`config.mk`:
```
export PLATFORM = sky130hd
export DESIGN_NAME = hilo_muldiv_unit_flat
export DESIGN_NICKNAME = d
export VERILOG_FILES = /design/src/rtl/hilo_muldiv_if.sv /design/src/rtl/hilo_muldiv_unit.sv /design/src/flat_wrapper.sv
export SDC_FILE = /design/constraint.sdc
export NUM_CORES = 2
export LEC_CHECK = 0
export BUFFER_PORTS_ARGS = -buffer_cell sky130_fd_sc_hd__buf_2
export CELL_PAD_IN_SITES_DETAIL_PLACEMENT = 0
export CELL_PAD_IN_SITES_GLOBAL_PLACEMENT = 1
export CORE_MARGIN = 4
export CORE_UTILIZATION = 45
export DETAILED_ROUTE_END_ITERATION = 8
export GPL_TIMING_DRIVEN = 0
export PLACE_DENSITY_LB_ADDON = 0.1
export REMOVE_ABC_BUFFERS = 1
export SLEW_MARGIN = 20
export SYNTH_ARGS = -nofsm -noshare
export SYNTH_HDL_FRONTEND = slang
export SYNTH_SLANG_ARGS = --single-unit
```
`constraint.sdc`:
```
create_clock -name clk -period 33.5 [get_ports clk]
set_input_delay 6.7 -clock clk [delete_from_list [all_inputs] [get_ports clk]]
set_output_delay 6.7 -clock clk [all_outputs]
set_load 0.01 [all_outputs]
```
`src/rtl/hilo_muldiv_if.sv`:
```
// ---------------------------------------------------------------------------
// hilo_muldiv_if
// Groups the decode-side request/read signals and the HI/LO unit responses.
//   master : the core datapath (drives op/operands/read request)
//   slave  : hilo_muldiv_unit (drives read data, HI/LO, busy, stall, flag)
// Signals:
//   op_valid, op[3:0], rs_val, rt_val : operation request and operands
//   rd_req, rd_sel                    : MFHI/MFLO request (rd_sel 1 = HI)
//   rd_data                           : selected register value
//   hi, lo                            : architectural HI/LO pair
//   busy, stall, div_by_zero          : divider status
// ---------------------------------------------------------------------------
interface hilo_muldiv_if #(
    parameter int WIDTH = 32
);
    logic             op_valid;
    logic [3:0]       op;
    logic [WIDTH-1:0] rs_val;
    logic [WIDTH-1:0] rt_val;
    logic             rd_req;
    logic             rd_sel;
    logic [WIDTH-1:0] rd_data;
    logic [WIDTH-1:0] hi;
    logic [WIDTH-1:0] lo;
    logic             busy;
    logic             stall;
    logic             div_by_zero;

    modport master (
        output op_valid, op, rs_val, rt_val, rd_req, rd_sel,
        input  rd_data, hi, lo, busy, stall, div_by_zero
    );

    modport slave (
        input  op_valid, op, rs_val, rt_val, rd_req, rd_sel,
        output rd_data, hi, lo, busy, stall, div_by_zero
    );
endinterface

```
`src/rtl/hilo_muldiv_unit.sv`:
```
// ---------------------------------------------------------------------------
// hilo_muldiv_unit
// HI/LO register stage behind the ALU. Holds the HI/LO pair, performs
// MULT/MULTU/MADD/MADDU/MSUB/MSUBU in one cycle, MTHI/MTLO moves, MFHI/MFLO
// reads, and DIV/DIVU as a WIDTH-iteration restoring divider that holds
// busy high (and so stalls the core) for WIDTH+1 cycles.
// Ports:
//   clk   : rising-edge clock
//   rst_n : synchronous active-low reset (abandons an in-flight divide)
//   bus   : hilo_muldiv_if.slave (request, read and status signals)
// Optional build macro DIV_EARLY_OUT_EN: a divide whose divisor is zero or
// whose dividend magnitude is below the divisor magnitude skips the
// iterations and writes back one cycle after acceptance.
// ---------------------------------------------------------------------------
module hilo_muldiv_unit #(
    parameter int WIDTH = 32
) (
    input  logic           clk,
    input  logic           rst_n,
    hilo_muldiv_if.slave   bus
);

    localparam int CNT_W = $clog2(WIDTH + 1);

    localparam logic [3:0] OP_MULT  = 4'd1;
    localparam logic [3:0] OP_MULTU = 4'd2;
    localparam logic [3:0] OP_MADD  = 4'd3;
    localparam logic [3:0] OP_MADDU = 4'd4;
    localparam logic [3:0] OP_MSUB  = 4'd5;
    localparam logic [3:0] OP_MSUBU = 4'd6;
    localparam logic [3:0] OP_DIV   = 4'd7;
    localparam logic [3:0] OP_DIVU  = 4'd8;
    localparam logic [3:0] OP_MTHI  = 4'd9;
    localparam logic [3:0] OP_MTLO  = 4'd10;

    localparam logic [WIDTH-1:0] ONE_W    = {{(WIDTH-1){1'b0}}, 1'b1};
    localparam logic [CNT_W-1:0] CNT_ONE  = {{(CNT_W-1){1'b0}}, 1'b1};
    localparam logic [CNT_W-1:0] CNT_LAST = CNT_W'(WIDTH - 1);

    typedef enum logic [1:0] {
        ST_IDLE    = 2'd0,
        ST_DIV_RUN = 2'd1,
        ST_DIV_DONE = 2'd2
    } state_t;

    state_t             state_r;
    state_t             state_nxt_s;

    logic [WIDTH-1:0]   hi_r;
    logic [WIDTH-1:0]   lo_r;
    logic               dbz_r;

    // Divider working registers
    logic [WIDTH-1:0]   dvd_raw_r;   // dividend as presented, for divide-by-zero HI
    logic [WIDTH-1:0]   dvs_r;       // divisor magnitude
    logic [WIDTH-1:0]   rem_r;       // partial remainder
    logic [WIDTH-1:0]   quo_r;       // dividend bits shift out, quotient bits shift in
    logic               q_neg_r;
    logic               r_neg_r;
    logic               dvz_r;
    logic [CNT_W-1:0]   cnt_r;

    logic               busy_s;
    logic               run_s;
    logic               wb_s;
    logic               accept_s;
    logic               div_start_s;
    logic               div_signed_s;
    logic               a_neg_s;
    logic               b_neg_s;
    logic [WIDTH-1:0]   a_mag_s;
    logic [WIDTH-1:0]   b_mag_s;
    logic               early_s;

    logic [WIDTH:0]     rem_sh_s;
    logic [WIDTH:0]     diff_s;
    logic               fits_s;
    logic [WIDTH-1:0]   q_res_s;
    logic [WIDTH-1:0]   r_res_s;
    logic [WIDTH-1:0]   div_hi_s;
    logic [WIDTH-1:0]   div_lo_s;

    logic               mul_signed_s;
    logic [2*WIDTH-1:0] mul_a_s;
    logic [2*WIDTH-1:0] mul_b_s;
    logic [2*WIDTH-1:0] prod_s;
    logic [2*WIDTH-1:0] hilo_s;
    logic [2*WIDTH-1:0] mac_s;

    // ---------------- request decode ----------------
    assign accept_s     = bus.op_valid & ~busy_s;
    assign div_start_s  = accept_s & ((bus.op == OP_DIV) | (bus.op == OP_DIVU));
    assign div_signed_s = (bus.op == OP_DIV);

    // Operand magnitudes and result signs for the divider
    assign a_neg_s = div_signed_s & bus.rs_val[WIDTH-1];
    assign b_neg_s = div_signed_s & bus.rt_val[WIDTH-1];
    assign a_mag_s = a_neg_s ? ((~bus.rs_val) + ONE_W) : bus.rs_val;
    assign b_mag_s = b_neg_s ? ((~bus.rt_val) + ONE_W) : bus.rt_val;

`ifdef DIV_EARLY_OUT_EN
    // Quotient is zero (or the zero-divisor override applies): skip iterating
    assign early_s = (bus.rt_val == {WIDTH{1'b0}}) | (a_mag_s < b_mag_s);
`else
    assign early_s = 1'b0;
`endif

    // ---------------- FSM ----------------
    // FSM state register
    always_ff @(posedge clk) begin
        if (!rst_n) begin
            state_r <= ST_IDLE;
        end else begin
            state_r <= state_nxt_s;
        end
    end

    // FSM next-state logic
    always_comb begin
        state_nxt_s = state_r;
        case (state_r)
            ST_IDLE: begin
                if (div_start_s) begin
                    state_nxt_s = early_s ? ST_DIV_DONE : ST_DIV_RUN;
                end else begin
                    state_nxt_s = ST_IDLE;
                end
            end
            ST_DIV_RUN: begin
                // cnt_r counts completed iterations; this edge performs the last one
                if (cnt_r == CNT_LAST) begin
                    state_nxt_s = ST_DIV_DONE;
                end else begin
                    state_nxt_s = ST_DIV_RUN;
                end
            end
            ST_DIV_DONE: state_nxt_s = ST_IDLE;
            default:     state_nxt_s = ST_IDLE;
        endcase
    end

    // FSM output decode
    always_comb begin
        busy_s = 1'b0;
        run_s  = 1'b0;
        wb_s   = 1'b0;
        case (state_r)
            ST_IDLE: begin
                busy_s = 1'b0;
            end
            ST_DIV_RUN: begin
                busy_s = 1'b1;
                run_s  = 1'b1;
            end
            ST_DIV_DONE: begin
                busy_s = 1'b1;
                wb_s   = 1'b1;
            end
            default: begin
                busy_s = 1'b0;
            end
        endcase
    end

    // ---------------- divider datapath ----------------
    // One restoring step: shift in next dividend bit, subtract if it fits
    assign rem_sh_s = {rem_r, quo_r[WIDTH-1]};
    assign diff_s   = rem_sh_s - {1'b0, dvs_r};
    assign fits_s   = ~diff_s[WIDTH];

    // Divider operand latch and iteration registers
    always_ff @(posedge clk) begin
        if (!rst_n) begin
            dvd_raw_r <= {WIDTH{1'b0}};
            dvs_r     <= {WIDTH{1'b0}};
            rem_r     <= {WIDTH{1'b0}};
            quo_r     <= {WIDTH{1'b0}};
            q_neg_r   <= 1'b0;
            r_neg_r   <= 1'b0;
            dvz_r     <= 1'b0;
            cnt_r     <= {CNT_W{1'b0}};
        end else if (div_start_s) begin
            dvd_raw_r <= bus.rs_val;
            dvs_r     <= b_mag_s;
            q_neg_r   <= a_neg_s ^ b_neg_s;
            r_neg_r   <= a_neg_s;
            dvz_r     <= (bus.rt_val == {WIDTH{1'b0}});
            cnt_r     <= {CNT_W{1'b0}};
            if (early_s) begin
                rem_r <= a_mag_s;
                quo_r <= {WIDTH{1'b0}};
            end else begin
                rem_r <= {WIDTH{1'b0}};
                quo_r <= a_mag_s;
            end
        end else if (run_s) begin
            rem_r <= fits_s ? diff_s[WIDTH-1:0] : rem_sh_s[WIDTH-1:0];
            quo_r <= {quo_r[WIDTH-2:0], fits_s};
            cnt_r <= cnt_r + CNT_ONE;
        end else begin
            rem_r <= rem_r;
            quo_r <= quo_r;
        end
    end

    // Signed result fix-up; most-negative / -1 falls out naturally as 0x80..0 rem 0
    always_comb begin
        q_res_s = q_neg_r ? ((~quo_r) + ONE_W) : quo_r;
        r_res_s = r_neg_r ? ((~rem_r) + ONE_W) : rem_r;
        if (dvz_r) begin
            div_lo_s = {WIDTH{1'b1}};
            div_hi_s = dvd_raw_r;
        end else begin
            div_lo_s = q_res_s;
            div_hi_s = r_res_s;
        end
    end

    // ---------------- multiply / accumulate ----------------
    assign mul_signed_s = (bus.op == OP_MULT) | (bus.op == OP_MADD) | (bus.op == OP_MSUB);
    assign mul_a_s = {{WIDTH{mul_signed_s & bus.rs_val[WIDTH-1]}}, bus.rs_val};
    assign mul_b_s = {{WIDTH{mul_signed_s & bus.rt_val[WIDTH-1]}}, bus.rt_val};
    // Sign-extended operands make a modulo-2^(2W) product equal the signed product
    assign prod_s  = mul_a_s * mul_b_s;
    assign hilo_s  = {hi_r, lo_r};

    // Select the new HI/LO pair for multiply-class operations
    always_comb begin
        mac_s = hilo_s;
        case (bus.op)
            OP_MULT, OP_MULTU: mac_s = prod_s;
            OP_MADD, OP_MADDU: mac_s = hilo_s + prod_s;
            OP_MSUB, OP_MSUBU: mac_s = hilo_s - prod_s;
            default:           mac_s = hilo_s;
        endcase
    end

    // ---------------- architectural HI/LO ----------------
    // HI/LO update: divide writeback or an accepted single-cycle op
    always_ff @(posedge clk) begin
        if (!rst_n) begin
            hi_r <= {WIDTH{1'b0}};
            lo_r <= {WIDTH{1'b0}};
        end else if (wb_s) begin
            hi_r <= div_hi_s;
            lo_r <= div_lo_s;
        end else if (accept_s) begin
            case (bus.op)
                OP_MULT, OP_MULTU, OP_MADD, OP_MADDU, OP_MSUB, OP_MSUBU: begin
                    hi_r <= mac_s[2*WIDTH-1:WIDTH];
                    lo_r <= mac_s[WIDTH-1:0];
                end
                OP_MTHI: hi_r <= bus.rs_val;
                OP_MTLO: lo_r <= bus.rs_val;
                default: begin
                    hi_r <= hi_r;
                    lo_r <= lo_r;
                end
            endcase
        end else begin
            hi_r <= hi_r;
            lo_r <= lo_r;
        end
    end

    // Divide-by-zero pulse, visible the cycle after writeback
    always_ff @(posedge clk) begin
        if (!rst_n) begin
            dbz_r <= 1'b0;
        end else begin
            dbz_r <= wb_s & dvz_r;
        end
    end

    assign bus.hi          = hi_r;
    assign bus.lo          = lo_r;
    assign bus.busy        = busy_s;
    assign bus.stall       = busy_s & (bus.op_valid | bus.rd_req);
    assign bus.rd_data     = bus.rd_sel ? hi_r : lo_r;
    assign bus.div_by_zero = dbz_r;

endmodule

```
`src/flat_wrapper.sv`:
```
// flat-port wrapper written by rule: the top's interface ports become plain ports
module hilo_muldiv_unit_flat 
#(
    parameter int WIDTH = 32
)
  (clk, rst_n, bus_op_valid, bus_op, bus_rs_val, bus_rt_val, bus_rd_req, bus_rd_sel, bus_rd_data, bus_hi, bus_lo, bus_busy, bus_stall, bus_div_by_zero);
  hilo_muldiv_if #(.WIDTH(WIDTH)) bus_i ();
  input  logic clk;
  input  logic rst_n;
  input wire logic [$bits(bus_i.op_valid)-1:0] bus_op_valid;
  input wire logic [$bits(bus_i.op)-1:0] bus_op;
  input wire logic [$bits(bus_i.rs_val)-1:0] bus_rs_val;
  input wire logic [$bits(bus_i.rt_val)-1:0] bus_rt_val;
  input wire logic [$bits(bus_i.rd_req)-1:0] bus_rd_req;
  input wire logic [$bits(bus_i.rd_sel)-1:0] bus_rd_sel;
  output wire logic [$bits(bus_i.rd_data)-1:0] bus_rd_data;
  output wire logic [$bits(bus_i.hi)-1:0] bus_hi;
  output wire logic [$bits(bus_i.lo)-1:0] bus_lo;
  output wire logic [$bits(bus_i.busy)-1:0] bus_busy;
  output wire logic [$bits(bus_i.stall)-1:0] bus_stall;
  output wire logic [$bits(bus_i.div_by_zero)-1:0] bus_div_by_zero;
  assign bus_i.op_valid = bus_op_valid;
  assign bus_i.op = bus_op;
  assign bus_i.rs_val = bus_rs_val;
  assign bus_i.rt_val = bus_rt_val;
  assign bus_i.rd_req = bus_rd_req;
  assign bus_i.rd_sel = bus_rd_sel;
  assign bus_rd_data = bus_i.rd_data;
  assign bus_hi = bus_i.hi;
  assign bus_lo = bus_i.lo;
  assign bus_busy = bus_i.busy;
  assign bus_stall = bus_i.stall;
  assign bus_div_by_zero = bus_i.div_by_zero;
  hilo_muldiv_unit #(.WIDTH(WIDTH)) u_core (.clk(clk), .rst_n(rst_n), .bus(bus_i));
endmodule
```
==> results.cfg <==
[cts]
cts_tree = done
cts_num_sinks = 204
clk_pin_slew_worst_paths_ps = 60
cts_resized = 0
clockBufferDepth = 3
clk_latency_ps = 560
cts_hold_buf = 0
cts_max_level = 1
cts_root_buffer = clkbuf_16
cts_made_buffers = 27
cts_setup_buffers = 0

[detailed_routing]
route.detailed.drc = 0
ant_nets = 0
top_layer_used = met5
m1WireLength_mm = 90.3
drt_iter0_markers = 3805
vias_per_cell = 5.65
wl_met2_mm = 91.1
drt_wl_total_mm = 200
vias = 48300
routed-wl-met3_mm = 13.7
dr.pass1.iters = 6
wl_per_cell_um = 23.3

[yosys]
synth_common_cells = inv_1, nand2_1, fa_1
synth_most_common_cell = inv_1
synthCells = 7031
synth_area_um2 = 58100
ys_types = 101
synth_top_family_by_area = adder cells
synthAdderAreaFrac_pct = 45.6
synth.area.mux_share_pct = 1.87
synth_top_area_cell = fa_1
async_flop_share_pct = 0
synthXorXnorAreaFrac_pct = 4.82
synth_warnings = 0
synth_top_area_share_pct = 38.8
yosys_most_used_dff = dfxtp_1
yosys_register_bits = 204
syn_area_per_cell_um2 = 8.27
synth_compound_gate_area_share_pct = 12.9
synthTopCellsByArea = fa_1, inv_1, nand2_1, dfxtp_1, ha_1
synth-edff-count = 0
yosys.area_share.simple_pct = 17.3
seq_area_frac_synth_pct = 7.02

[place]
io_buffer_count = 171
place_congestion = 0.915
hpwl_mm = 153

[global_routing]
grt_antenna_before_repair = 13
grt_pass1_vias = 49700
track_usage_pct = 29.5
grt_max_degree = 77
grt_overflow = 0
grt_first_pass_wirelength_mm = 308

[worst_hold_path]
hold_path_class = flip-flop to flip-flop
hold_start = u_core.dvd_raw_r[10]

[sta]
finClkSkew_ps = 20.4
period_share_pct = 62.7
grt_setup_unrepaired = no
finalCriticalPeriod_ps = 21010
fmax_ghz = 0.0476
tightest_slew_ps = 1240
finalMaxSlewViolations = 0
setup_tns_ps = 0
setup_viol = 0
relSlewSlack_pct = 17.3
final_hold_viol_count = 0

[finish]
multi_input_area_um2 = 48100
drive_gt1_share_pct = 5.48
fin_nets = 8319
seq_area_um2 = 4090
fillers = 12700
syn2layout_area_growth_pct = 5.38

[setup_path]
critPathLaunch = bus_op[2]
crit_required_ps = 33960
r2r-start = u_core.bus.lo[20]
cp.arrival_ps = 21470
crit_path_max_fanout = 31
critPathKind = input port to flip-flop
crit_top_cell = fa_1
startpoint_type = input port
slowest_delay_ps = 970
worst_path_max_delay_cell = a21oi_1
crit_path_end_kind = flip-flop

[floorplanning]
initial_utilization_pct = 45.4
core_um2 = 128000
die_area_um2 = 135000
die_height_um = 367
ios = 172
die_w_um = 367
rows = 131

[job]
max_cap_viol_count = 0

[outcome]
outcome = finished, final reports clean
-- flip-flops by register name, indices dropped and copies added (netlist names) --
register and flops:
u_core.bus.div_by_zero 1, u_core.bus.hi 32, u_core.bus.lo 32, u_core.cnt_r 6, u_core.dvd_raw_r 32, u_core.dvs_r 32
u_core.dvz_r 1, u_core.q_neg_r 1, u_core.quo_r 32, u_core.r_neg_r 1, u_core.rem_r 32, u_core.state_r 2
-- logic make-up (layout without fill, tap and decap cells) --
| family | after synthesis | after routing |
|---|---|---|
| AO/OA/AOI/OAI | 1156 | 1156 |
| XOR/XNOR | 318 | 318 |
| adder cells (fa/ha/maj) | 1443 | 1443 |
| buffers and inverters | 1613 | 1405 |
| flip-flops | 204 | 204 |
| multiplexers | 104 | 104 |
| other | 0 | 6 |
| AND/OR/NAND/NOR | 2193 | 2193 |
-- routing by layer --
metal	up-vias	global-route usage, %
met3	232	3.94
met5	-	0
li1	21800	-
met2	1490	47.8
met1	24900	42.6
met4	6	5.81
-- cell usage in the layout (no fill, tap or decap), types with 31 or more instances in the layout --
cell | netlist | final
inv_1 | 1157 | 1155
a211oi_1 | 150 | 149
buf_4 | 3 | 31
nor3_1 | 73 | 73
or3_1 | 39 | 37
o211ai_1 | 44 | 44
o21a_1 | 34 | 33
xnor2_1 | 200 | 200
nand4_1 | 34 | 34
buf_2 | 12 | 140
mux2_2 | 35 | 35
nand3_1 | 57 | 56
fa_1 | 1127 | 1126
mux2i_1 | 69 | 69
o21ai_0 | 212 | 210
a21oi_1 | 350 | 349
and3_1 | 33 | 32
o31ai_1 | 37 | 37
nand2_1 | 1131 | 1130
nor2_1 | 336 | 333
a21o_1 | 87 | 86
nor4_1 | 33 | 31
nand2b_1 | 32 | 32
dfxtp_1 | 204 | 201
and2_1 | 327 | 327
xor2_1 | 116 | 116
a31oi_1 | 33 | 33
ha_1 | 316 | 314
-- final cells by class --
cell class | instances | area share (%)
repair buffers | 199 | 2.67
well taps | 1729 | 3.53
inverters | 1157 | 7.10
clock inverters | 12 | 0.243
multi-input cells | 5214 | 78.5
diodes | 6 | 0.0245
flip-flops and latches | 204 | 6.67
clock buffers | 37 | 1.25
-- final timing paths --
check                           slack, ps  cells after the start                   end
worst min register to register        450                      2  u_core.dvd_raw_r[10]
worst max register to register      27980                     14     u_core.bus.hi[31]
worst max-delay path                12490                     36     u_core.bus.hi[31]
worst min-delay path                  450                      2  u_core.dvd_raw_r[10]
-- metrics by stage --
| step | hold slack, ps | area (µm²) | util (%) | setup WS [ps] | cells |
|---|---|---|---|---|---|
| 2_1_floorplan | 432 | 56400 | - | 15450 | 6575 |
| 3_3_place_gp | 441 | 59400 | 46.4 | 11430 | 8475 |
| 3_5_place_dp | 447 | 60300 | 47.1 | 12180 | 8501 |
| 4_1_cts | 455 | 61200 | 47.8 | 12780 | 8550 |
| 5_1_grt | 475 | 61300 | 47.9 | 12020 | 8552 |
| 6_report | 454 | 61300 | 47.9 | 12490 | 8558 |
-- critical path, delay by kind of cell --
family / cells / cell delay (ps)
adder cells (fa/ha/maj): 10 / 5160
AND/OR/NAND/NOR: 10 / 4020
AO/OA/AOI/OAI: 10 / 3890
buffers and inverters: 4 / 820
XOR/XNOR: 2 / 790
Power is left out: the tool's default activity adds up to more than one toggle a clock period on the data nets, which glitch-free logic cannot reach.
